[config.mk]
export PLATFORM = sky130hd
export DESIGN_NAME = mem_wb_unit
export DESIGN_NICKNAME = d
export VERILOG_FILES = /design/src/rtl/riscv_pkg.sv /design/src/rtl/load_align.sv /design/src/rtl/mem_wb_unit.sv
export SDC_FILE = /design/constraint.sdc
export NUM_CORES = 1
export LEC_CHECK = 0
export CORE_MARGIN = 1.5
export CORE_UTILIZATION = 49
export DETAILED_ROUTE_END_ITERATION = 12
export PLACE_DENSITY_LB_ADDON = 0.08
export SYNTH_ARGS = -nofsm -noshare
export SYNTH_HDL_FRONTEND = slang
export SYNTH_SLANG_ARGS = --single-unit
[constraint.sdc]
create_clock -name clk -period 7.8 [get_ports clk]
set_input_delay 1.56 -clock clk [delete_from_list [all_inputs] [get_ports clk]]
set_output_delay 1.56 -clock clk [all_outputs]
set_load 0.005 [all_outputs]
[src/rtl/riscv_pkg.sv]
// Shared definitions for the memory / write-back stage.
//   XLEN           : datapath width
//   F3_*           : load/store funct3 encodings
//   state_e        : mem_wb_unit FSM states
//   mem_op_bad()   : flags misaligned addresses or reserved funct3 for a memory op
package riscv_pkg;

  localparam int XLEN = 32;

  localparam logic [2:0] F3_B  = 3'b000;
  localparam logic [2:0] F3_H  = 3'b001;
  localparam logic [2:0] F3_W  = 3'b010;
  localparam logic [2:0] F3_BU = 3'b100;
  localparam logic [2:0] F3_HU = 3'b101;

  typedef enum logic [1:0] {
    ST_IDLE = 2'd0,
    ST_REQ  = 2'd1,
    ST_WB   = 2'd2
  } state_e;

  // Unsigned variants exist only for loads; a store carrying them is treated
  // as a reserved encoding.
  function automatic logic mem_op_bad(input logic       is_load,
                                      input logic [2:0] funct3,
                                      input logic [1:0] off);
    logic bad;
    case (funct3)
      F3_B:    bad = 1'b0;
      F3_H:    bad = off[0];
      F3_W:    bad = (off != 2'b00);
      F3_BU:   bad = !is_load;
      F3_HU:   bad = !is_load || off[0];
      default: bad = 1'b1;
    endcase
    return bad;
  endfunction

endpackage

[src/rtl/load_align.sv]
// Load data formatting: picks the byte/half lane addressed by off and
// sign- or zero-extends it according to funct3.
//   rdata  : raw 32-bit word from memory
//   off    : byte offset within the word (address[1:0])
//   funct3 : load width / signedness
//   data   : register-file ready value
module load_align
  import riscv_pkg::*;
(
  input  logic [XLEN-1:0] rdata,
  input  logic [1:0]      off,
  input  logic [2:0]      funct3,
  output logic [XLEN-1:0] data
);

  logic [XLEN-1:0] shifted;

  // Halfword loads are already known aligned, so shifting by off*8 lands
  // the addressed lane at bit 0 for both byte and half cases.
  assign shifted = rdata >> {off, 3'b000};

  always_comb begin
    data = rdata;
    case (funct3)
      F3_B:    data = {{24{shifted[7]}}, shifted[7:0]};
      F3_H:    data = {{16{shifted[15]}}, shifted[15:0]};
      F3_BU:   data = {24'd0, shifted[7:0]};
      F3_HU:   data = {16'd0, shifted[15:0]};
      default: data = rdata;
    endcase
  end

endmodule

[src/rtl/mem_wb_unit.sv]
// Memory access + write-back stage. Accepts one op from EX, issues at most
// one data-memory request, formats load data and drives the register-file
// write port for one cycle.
//   clk, rst                 : clock, async active-high reset
//   ex_*                     : op from EX, handshake ex_valid/ex_ready
//   mem_req/we/addr/wstrb/wdata, mem_ack/rdata : data-memory port
//   write_reg, rd, write_back_data             : register-file write port
//   misalign_err, timeout_err                  : one-cycle error pulses
// Build option: define MEM_WB_TIMEOUT_EN to abort a request after
// TIMEOUT_CYC cycles without mem_ack; otherwise REQ waits forever.
module mem_wb_unit
  import riscv_pkg::*;
#(
  parameter int TIMEOUT_CYC = 255
) (
  input  logic            clk,
  input  logic            rst,
  input  logic            ex_valid,
  output logic            ex_ready,
  input  logic            ex_wb_en,
  input  logic [4:0]      ex_rd,
  input  logic            ex_is_load,
  input  logic            ex_is_store,
  input  logic [2:0]      ex_funct3,
  input  logic [XLEN-1:0] ex_result,
  input  logic [XLEN-1:0] ex_store_data,
  output logic            mem_req,
  output logic            mem_we,
  output logic [XLEN-1:0] mem_addr,
  output logic [3:0]      mem_wstrb,
  output logic [XLEN-1:0] mem_wdata,
  input  logic            mem_ack,
  input  logic [XLEN-1:0] mem_rdata,
  output logic            write_reg,
  output logic [4:0]      rd,
  output logic [XLEN-1:0] write_back_data,
  output logic            misalign_err,
  output logic            timeout_err
);

  state_e          state_q, state_d;
  logic            mem_req_q, mem_req_d;
  logic            mem_we_q, mem_we_d;
  logic [XLEN-1:0] mem_addr_q, mem_addr_d;
  logic [3:0]      mem_wstrb_q, mem_wstrb_d;
  logic [XLEN-1:0] mem_wdata_q, mem_wdata_d;
  logic            write_reg_q, write_reg_d;
  logic [4:0]      rd_q, rd_d;
  logic [XLEN-1:0] wb_data_q, wb_data_d;
  logic            misalign_q, misalign_d;
  // Pending-load context kept across the REQ wait.
  logic [2:0]      ld_f3_q, ld_f3_d;
  logic [1:0]      ld_off_q, ld_off_d;
  logic            ld_wr_q, ld_wr_d;

  logic [XLEN-1:0] ld_data;
  logic            accept;

`ifdef MEM_WB_TIMEOUT_EN
  localparam int CW = (TIMEOUT_CYC > 1) ? $clog2(TIMEOUT_CYC) : 1;
  logic [CW-1:0] to_cnt_q, to_cnt_d;
  logic          timeout_q, timeout_d;
  assign timeout_err = timeout_q;
`else
  logic unused_timeout_cfg;
  assign unused_timeout_cfg = TIMEOUT_CYC[0];
  assign timeout_err        = 1'b0;
`endif

  load_align u_load_align (
    .rdata  (mem_rdata),
    .off    (ld_off_q),
    .funct3 (ld_f3_q),
    .data   (ld_data)
  );

  assign ex_ready = (state_q == ST_IDLE) || (state_q == ST_WB);
  assign accept   = ex_valid && ex_ready;

  always_comb begin
    state_d     = state_q;
    mem_req_d   = mem_req_q;
    mem_we_d    = mem_we_q;
    mem_addr_d  = mem_addr_q;
    mem_wstrb_d = mem_wstrb_q;
    mem_wdata_d = mem_wdata_q;
    write_reg_d = 1'b0;
    rd_d        = rd_q;
    wb_data_d   = wb_data_q;
    misalign_d  = 1'b0;
    ld_f3_d     = ld_f3_q;
    ld_off_d    = ld_off_q;
    ld_wr_d     = ld_wr_q;
`ifdef MEM_WB_TIMEOUT_EN
    to_cnt_d    = '0;
    timeout_d   = 1'b0;
`endif

    case (state_q)
      ST_REQ: begin
`ifdef MEM_WB_TIMEOUT_EN
        to_cnt_d = to_cnt_q + CW'(1);
`endif
        if (mem_ack) begin
          mem_req_d = 1'b0;
          if (mem_we_q) begin
            state_d = ST_IDLE;
          end else begin
            wb_data_d   = ld_data;
            write_reg_d = ld_wr_q;
            state_d     = ST_WB;
          end
        end
`ifdef MEM_WB_TIMEOUT_EN
        else if (to_cnt_q == CW'(TIMEOUT_CYC - 1)) begin
          mem_req_d = 1'b0;
          timeout_d = 1'b1;
          state_d   = ST_IDLE;
        end
`endif
      end

      default: begin
        // IDLE and WB both accept; WB's write is already on the outputs.
        state_d = ST_IDLE;
        if (accept) begin
          if (ex_is_load || ex_is_store) begin
            if (mem_op_bad(ex_is_load, ex_funct3, ex_result[1:0])) begin
              misalign_d = 1'b1;
            end else begin
              state_d     = ST_REQ;
              mem_req_d   = 1'b1;
              mem_we_d    = !ex_is_load;
              mem_addr_d  = {ex_result[XLEN-1:2], 2'b00};
              rd_d        = ex_rd;
              ld_f3_d     = ex_funct3;
              ld_off_d    = ex_result[1:0];
              ld_wr_d     = ex_is_load && ex_wb_en && (ex_rd != 5'd0);
              mem_wstrb_d = 4'b0000;
              mem_wdata_d = '0;
              if (!ex_is_load) begin
                case (ex_funct3)
                  F3_B: begin
                    mem_wstrb_d = 4'b0001 << ex_result[1:0];
                    mem_wdata_d = {4{ex_store_data[7:0]}};
                  end
                  F3_H: begin
                    mem_wstrb_d = ex_result[1] ? 4'b1100 : 4'b0011;
                    mem_wdata_d = {2{ex_store_data[15:0]}};
                  end
                  default: begin
                    mem_wstrb_d = 4'b1111;
                    mem_wdata_d = ex_store_data;
                  end
                endcase
              end
            end
          end else if (ex_wb_en) begin
            state_d     = ST_WB;
            write_reg_d = (ex_rd != 5'd0);
            rd_d        = ex_rd;
            wb_data_d   = ex_result;
          end
        end
      end
    endcase
  end

  always_ff @(posedge clk or posedge rst) begin
    if (rst) begin
      state_q     <= ST_IDLE;
      mem_req_q   <= 1'b0;
      mem_we_q    <= 1'b0;
      mem_addr_q  <= '0;
      mem_wstrb_q <= '0;
      mem_wdata_q <= '0;
      write_reg_q <= 1'b0;
      rd_q        <= '0;
      wb_data_q   <= '0;
      misalign_q  <= 1'b0;
      ld_f3_q     <= '0;
      ld_off_q    <= '0;
      ld_wr_q     <= 1'b0;
`ifdef MEM_WB_TIMEOUT_EN
      to_cnt_q    <= '0;
      timeout_q   <= 1'b0;
`endif
    end else begin
      state_q     <= state_d;
      mem_req_q   <= mem_req_d;
      mem_we_q    <= mem_we_d;
      mem_addr_q  <= mem_addr_d;
      mem_wstrb_q <= mem_wstrb_d;
      mem_wdata_q <= mem_wdata_d;
      write_reg_q <= write_reg_d;
      rd_q        <= rd_d;
      wb_data_q   <= wb_data_d;
      misalign_q  <= misalign_d;
      ld_f3_q     <= ld_f3_d;
      ld_off_q    <= ld_off_d;
      ld_wr_q     <= ld_wr_d;
`ifdef MEM_WB_TIMEOUT_EN
      to_cnt_q    <= to_cnt_d;
      timeout_q   <= timeout_d;
`endif
    end
  end

  assign mem_req         = mem_req_q;
  assign mem_we          = mem_we_q;
  assign mem_addr        = mem_addr_q;
  assign mem_wstrb       = mem_wstrb_q;
  assign mem_wdata       = mem_wdata_q;
  assign write_reg       = write_reg_q;
  assign rd              = rd_q;
  assign write_back_data = wb_data_q;
  assign misalign_err    = misalign_q;

endmodule

Word level (Yosys, flattened, before mapping). Cells that the tools add are included.

Bits in registers: 115. Word-level logic and storage cells: 92.

Multiplexer cells: 41. Equality and inequality tests: 14. Bitwise logic cells: 2. Reductions and logical operators: 20. Shift operators: 2.

Operators with widths (count): two-way mux 32 bit (7); case mux 32 bit (4 select lines) (1); case mux 32 bit (2 select lines) (1); >> shifter 32 x 5 -> 16 bit (1); two-way mux 1 bit (19); two-way mux 5 bit (3); == test 3 bit (second input constant) (4); two-way mux 2 bit (6); AND reduction 4 bit (3); nonzero test 2 bit (5); two-way mux 4 bit (2); case mux 4 bit (2 select lines) (1); == test 3 x 1 -> 1 bit (second input constant) (2); logical NOT 3 bit (2); != test 2 bit (second input constant) (3); case mux 1 bit (5 select lines) (1); AND reduction 5 bit (1); nonzero test 5 bit (1); != test 2 x 1 -> 1 bit (second input constant) (2); << shifter 1 x 2 -> 4 bit (first input constant) (1); == test 3 x 2 -> 1 bit (second input constant) (1); logical AND 1 bit (3); logical OR 1 bit (3); == test 2 x 1 -> 1 bit (second input constant) (1); 4 further kinds (5).

Logic depth before layout (Yosys ltp).
Depth after elaboration: 10. Gate-level depth with buffers: 7.

Modules after synthesis. A second synthesis with hierarchy kept.

Cells, all modules: 595. Area, all modules: 5972.0 um2.

Modules (own cells, without submodules): mem_wb_unit (seq. area each 2877.8 um2, area an instance 5280.1 um2, cells an instance 489, times used 1); load_align (seq. area each 0.0 um2, area an instance 691.9 um2, cells an instance 106, times used 1).

Worst setup path before layout. OpenSTA, ideal clock, no wires.

Path kind: input port to flip-flop. Start point: input ex_funct3[0]. End point: register ld_f3_q[2]. Setup slack: 4966 ps. Cell stages on the path: 7. Data arrival time: 2709 ps. Data required time: 7675 ps. Library setup time: 125 ps. Cells stage by stage: buf_2 > a21oi_1 > a21oi_2 > nor2_4 > buf_6 > buf_6 > mux2_4.

Cells in the longest elaborated chain, start to end: 7. Elaborated cells on any way between the ends: 11.

Ends and longest elaborated chain: start: declaration (RTL line mem_wb_unit.sv:24) `input logic [2:0] ex_funct3,`; == test 3 bit, or another cell as far along (RTL line riscv_pkg.sv:28) `case (funct3)`; case mux 1 bit (5 select lines) (*) (RTL line riscv_pkg.sv:28); two-way mux 1 bit (*) (RTL line mem_wb_unit.sv:127) `if (ex_is_load || ex_is_store) begin`; two-way mux 1 bit (*) (RTL line mem_wb_unit.sv:126) `if (accept) begin`; two-way mux 1 bit (*) (RTL line mem_wb_unit.sv:99) `case (state_q)`; inverter 1 bit (no source line) (*); AND reduction 4 bit (no source line) (*); end signal: assignment (RTL line mem_wb_unit.sv:199) `ld_f3_q <= ld_f3_d;`; end: declaration (RTL line mem_wb_unit.sv:52) `logic [2:0] ld_f3_q, ld_f3_d;`.

Every way passes the cells marked *; elsewhere a longest branch is shown, timed or not. The select of a mux whose other input is x is not followed. A chain may end at the register's enable or synchronous reset.

Worst setup path in the final report.
Start point: input ex_is_load. End point: register mem_wdata_q[9] (netlist: mem_wdata[9]).

Cells in the longest elaborated chain, start to end: 8. Elaborated cells on any way between the ends: 10.

Ends and longest elaborated chain: start: declaration (RTL line mem_wb_unit.sv:22) `input logic ex_is_load,`; logical NOT 1 bit; logical OR 1 bit (RTL line riscv_pkg.sv:33) `F3_HU: bad = !is_load || off[0];`; case mux 1 bit (5 select lines) (RTL line riscv_pkg.sv:28); two-way mux 1 bit (RTL line mem_wb_unit.sv:127); two-way mux 1 bit (RTL line mem_wb_unit.sv:126); two-way mux 1 bit (RTL line mem_wb_unit.sv:99); inverter 1 bit (no source line); AND reduction 4 bit (no source line); end signal: assignment (RTL line mem_wb_unit.sv:194) `mem_wdata_q <= mem_wdata_d;`; end: declaration (RTL line mem_wb_unit.sv:46) `logic [XLEN-1:0] mem_wdata_q, mem_wdata_d;`.

Parallel ways exist; a longest one is shown, timed or not. The select of a mux whose other input is x is not followed.

==> impl_metrics.json <==
{
  "status": "finished clean",
  "syn_avg_cell_area_um2": 10.9,
  "drtPass1Iterations": 5,
  "slowest_delay_ns": 0.65,
  "synth_top_family_by_area": "compound AO/OA/AOI/OAI gates",
  "timing.final.ws_setup_ns": 3.49,
  "synth_edf_count": 0,
  "die_w_um": 114,
  "hold_ws_ns": 0.482,
  "arrival_ns": 4.60,
  "synthTopCellsByArea": "dfrtp_1, mux2_4, mux2_2, nand3_1, mux2i_1",
  "synth_top_area_frac": 0.479,
  "rrSetupSlack_ns": 5.10,
  "cp_num_cells": 8,
  "die_area_um2": 12900,
  "synth_mux_area_frac": 0.171,
  "path_buf_inv": 4,
  "p_per_area_nw_per_um2": 288,
  "place_ws_ns": 3.06,
  "cts_resized": 0,
  "wl_met3_um": 1370,
  "layout.nets": 852,
  "fin_tns_setup_ns": 0,
  "num_vias": 5316,
  "cp_top_family": "buffers and inverters",
  "leakage_nw": 3.56,
  "synth_compound_area_frac": 0.180,
  "hp-class": "reg -> reg",
  "grt_use_total": 0.294,
  "total_power_mw": 2.49,
  "cts.sinks": 115,
  "dieHeight_um": 114,
  "cts_root_buf": "clkbuf_16",
  "fin_crit_sh": 0.553,
  "yosysSeqAreaShare": 0.479,
  "ff2ff_path_depth": 4,
  "worstMarginPinSlew_ns": 1.31,
  "path_clk_slew_ns": 0.05,
  "core_um2": 12000,
  "min_from": "rd[2]$_DFFE_PP0P_",
  "clk_latency_ns": 0.41,
  "min_path_cells": 1,
  "cts_made_buffers": 17,
  "wl_met1_um": 7480,
  "synth-seq-cells": 115,
  "startpoint": "ex_is_load",
  "clkPwrFrac": 0.286,
  "drtIter0Drc": 315,
  "wl_per_cell_um": 20.8,
  "combPwrFrac": 0.342,
  "fill_cells": 877,
  "timing.fmax_mhz": 232,
  "p_int_mw": 1.78,
  "p_switching_uw": 718,
  "grt_pass1_wl_um": 29100,
  "cp-end-kind": "flop",
  "setup_viol": 0,
  "path_max_fanout": 38,
  "crit_top_cell": "buf_4",
  "antenna_found_initial": 0,
  "dpl.cell_count": 869,
  "post-route-min-period_ns": 4.31,
  "fin_cells": 899,
  "avgViaCountPerCell": 5.91,
  "dpl.hpwl_um": 13400,
  "netlist_instances": 550,
  "pwr-share-seq": 0.372,
  "worstSetupPathType": "in -> reg",
  "synth_top_area_cell": "dfrtp_1",
  "post_dp_cell_area_um2": 8130,
  "hold_path_end": "rd[2]$_DFFE_PP0P_",
  "regToRegStartpoint": "ld_off_q[0]$_DFFE_PP0P_",
  "cp_slowest_cell": "nor2_4",
  "grt_pass1_vias": 5381,
  "relSlewSlack": 0.128,
  "peakVddDrop_uv": 153,
  "stdcell_area_um2": 8670,
  "cts_hold_buffers": 0,
  "clock_path_buffers": 2,
  "finalHoldViolCount": 0,
  "crit_chain": "clkdlybuf4s50_1, buf_4, nor2_1, nand3b_1, buf_4, nor2_4, buf_4, mux2_2",
  "drc_errors": 0,
  "grt_max_degree": 70,
  "portBuffers": 218,
  "tritoncts": "built",
  "synth_fa_ha_area_frac": 0,
  "maxCapViolations": 0,
  "ant_nets": 0,
  "drive_gt1_frac": 0.141,
  "n_antenna_cell": 0,
  "fp-row-count": 40,
  "yosysUniqueCellTypes": 58,
  "slew_viol_final": 0,
  "synthArstFlopShare": 1.00,
  "syn_to_final_growth_pct": 44.3,
  "rsz0062_at_grt": "false",
  "route.met2.wl_um": 9250,
  "post-cts-setup-buffer-count": 0,
  "fin_util": 0.725,
  "synthSimpleGateAreaFrac": 0.112,
  "synthXorXnorAreaFrac": 0,
  "startpoint_type": "primary input",
  "overflow": 0,
  "start_util": 0.502,
  "wirelength_um": 18700,
  "htreeDepth": 4,
  "rr_endpoint": "write_back_data[16]$_DFFE_PP0P_",
  "io_pins": 222,
  "synth_area_um2": 6010,
  "top_layer_used": "met4",
  "gp_congestion": 0.870,
  "fin_skew_ns": 0.00821,
  "ys_warn_count": 0,
  "synth-main-ff-cell": "dfrtp_1",
  "switching_share": 0.288,
  "cp.required_ns": 8.09
}
==> cells in the mapped netlist (10+ instances only) <==
| cell type | n |
|---|---|
| mux2i_1 | 18 |
| o21ai_0 | 36 |
| buf_2 | 17 |
| nand2_1 | 29 |
| clkbuf_1 | 21 |
| inv_1 | 14 |
| nor2_1 | 19 |
| a211oi_1 | 10 |
| nand3_1 | 49 |
| a21oi_1 | 27 |
| o2111ai_1 | 17 |
| mux2_2 | 31 |
| dfrtp_1 | 115 |
| mux2_4 | 28 |
==> kinds of logic (layout without fill, tap and decap cells) <==
logic type      after synthesis  after routing
compound gates              156            156
simple gates                128            128
flops                       115            115
mux                          83             83
buf+inv                      67            267
other cells                   1              3
==> worst register-to-register path, stage by stage (launching register included) <==
cell,delay (ns)
dfrtp_1,1.07
mux2i_4,0.42
nor3b_2,0.10
a211oi_4,0.71
o2111ai_1,0.24
==> cell type report <==
class	instances	area, µm²	area share
clock buffers	24	482	0.0556
clock inverters	6	55.1	0.00635
inverters	14	55.1	0.00635
multi-input cells	370	2790	0.322
flip-flops and latches	115	2880	0.332
well taps	147	184	0.0212
repair buffers	223	2220	0.256
==> cell usage in the layout (no fill, tap or decap), types with 2 or more instances in the layout <==
cell               n
o22ai_1            9
a21o_1             2
a31oi_1            2
o32ai_1            7
nand3b_1           2
o21a_1             8
mux2_1             5
nor2b_1            5
o31ai_1            9
inv_1             13
o41ai_1            8
mux2i_1           18
o21bai_1           2
nand2_1           29
dfrtp_1          115
clkinv_2           5
o21ai_0           36
nand3_1           49
clkdlybuf4s50_1  218
clkbuf_1           4
a211oi_1          10
nand2b_1           4
mux2_4            28
mux2_2            31
conb_1             3
nor3_1             4
o2bb2ai_1          7
clkbuf_16         17
a21oi_1           27
a2bb2oi_1          4
buf_4              5
o2111ai_1         17
nor2_1            19
clkbuf_8           3
==> how the worst max path moves through the flow <==
| stage | endpoint | slack, ns |
|---|---|---|
| global placement | mem_wdata[13]$_DFFE_PP0P_ | 3.15 |
| floorplan | ld_f3_q[0]$_DFFE_PP0P_ | 3.20 |
| global route | mem_addr[26]$_DFFE_PP0P_ | 3.33 |
| finish | mem_wdata[9]$_DFFE_PP0P_ | 3.49 |
| detailed placement | mem_addr[27]$_DFFE_PP0P_ | 3.06 |
| CTS | mem_addr[27]$_DFFE_PP0P_ | 3.48 |
==> metal layers <==
layer  up-vias  track usage
met5         -            0
met4         0        0.128
met3        48       0.0792
met2       263        0.492
met1      2591        0.360
li1       2414            -
==> power by group through the flow <==
stage               Combinational [mW]  Sequential (mW)  Clock (mW)
floorplan                        0.395            0.889           0
CTS                              0.857            0.928       0.720
global route                     0.914            0.952       0.753
finish                           0.854            0.927       0.713
global placement                 0.831            0.924           0
detailed placement               0.851            0.930           0
No activity file was read; power rests on OpenSTA's default activity.
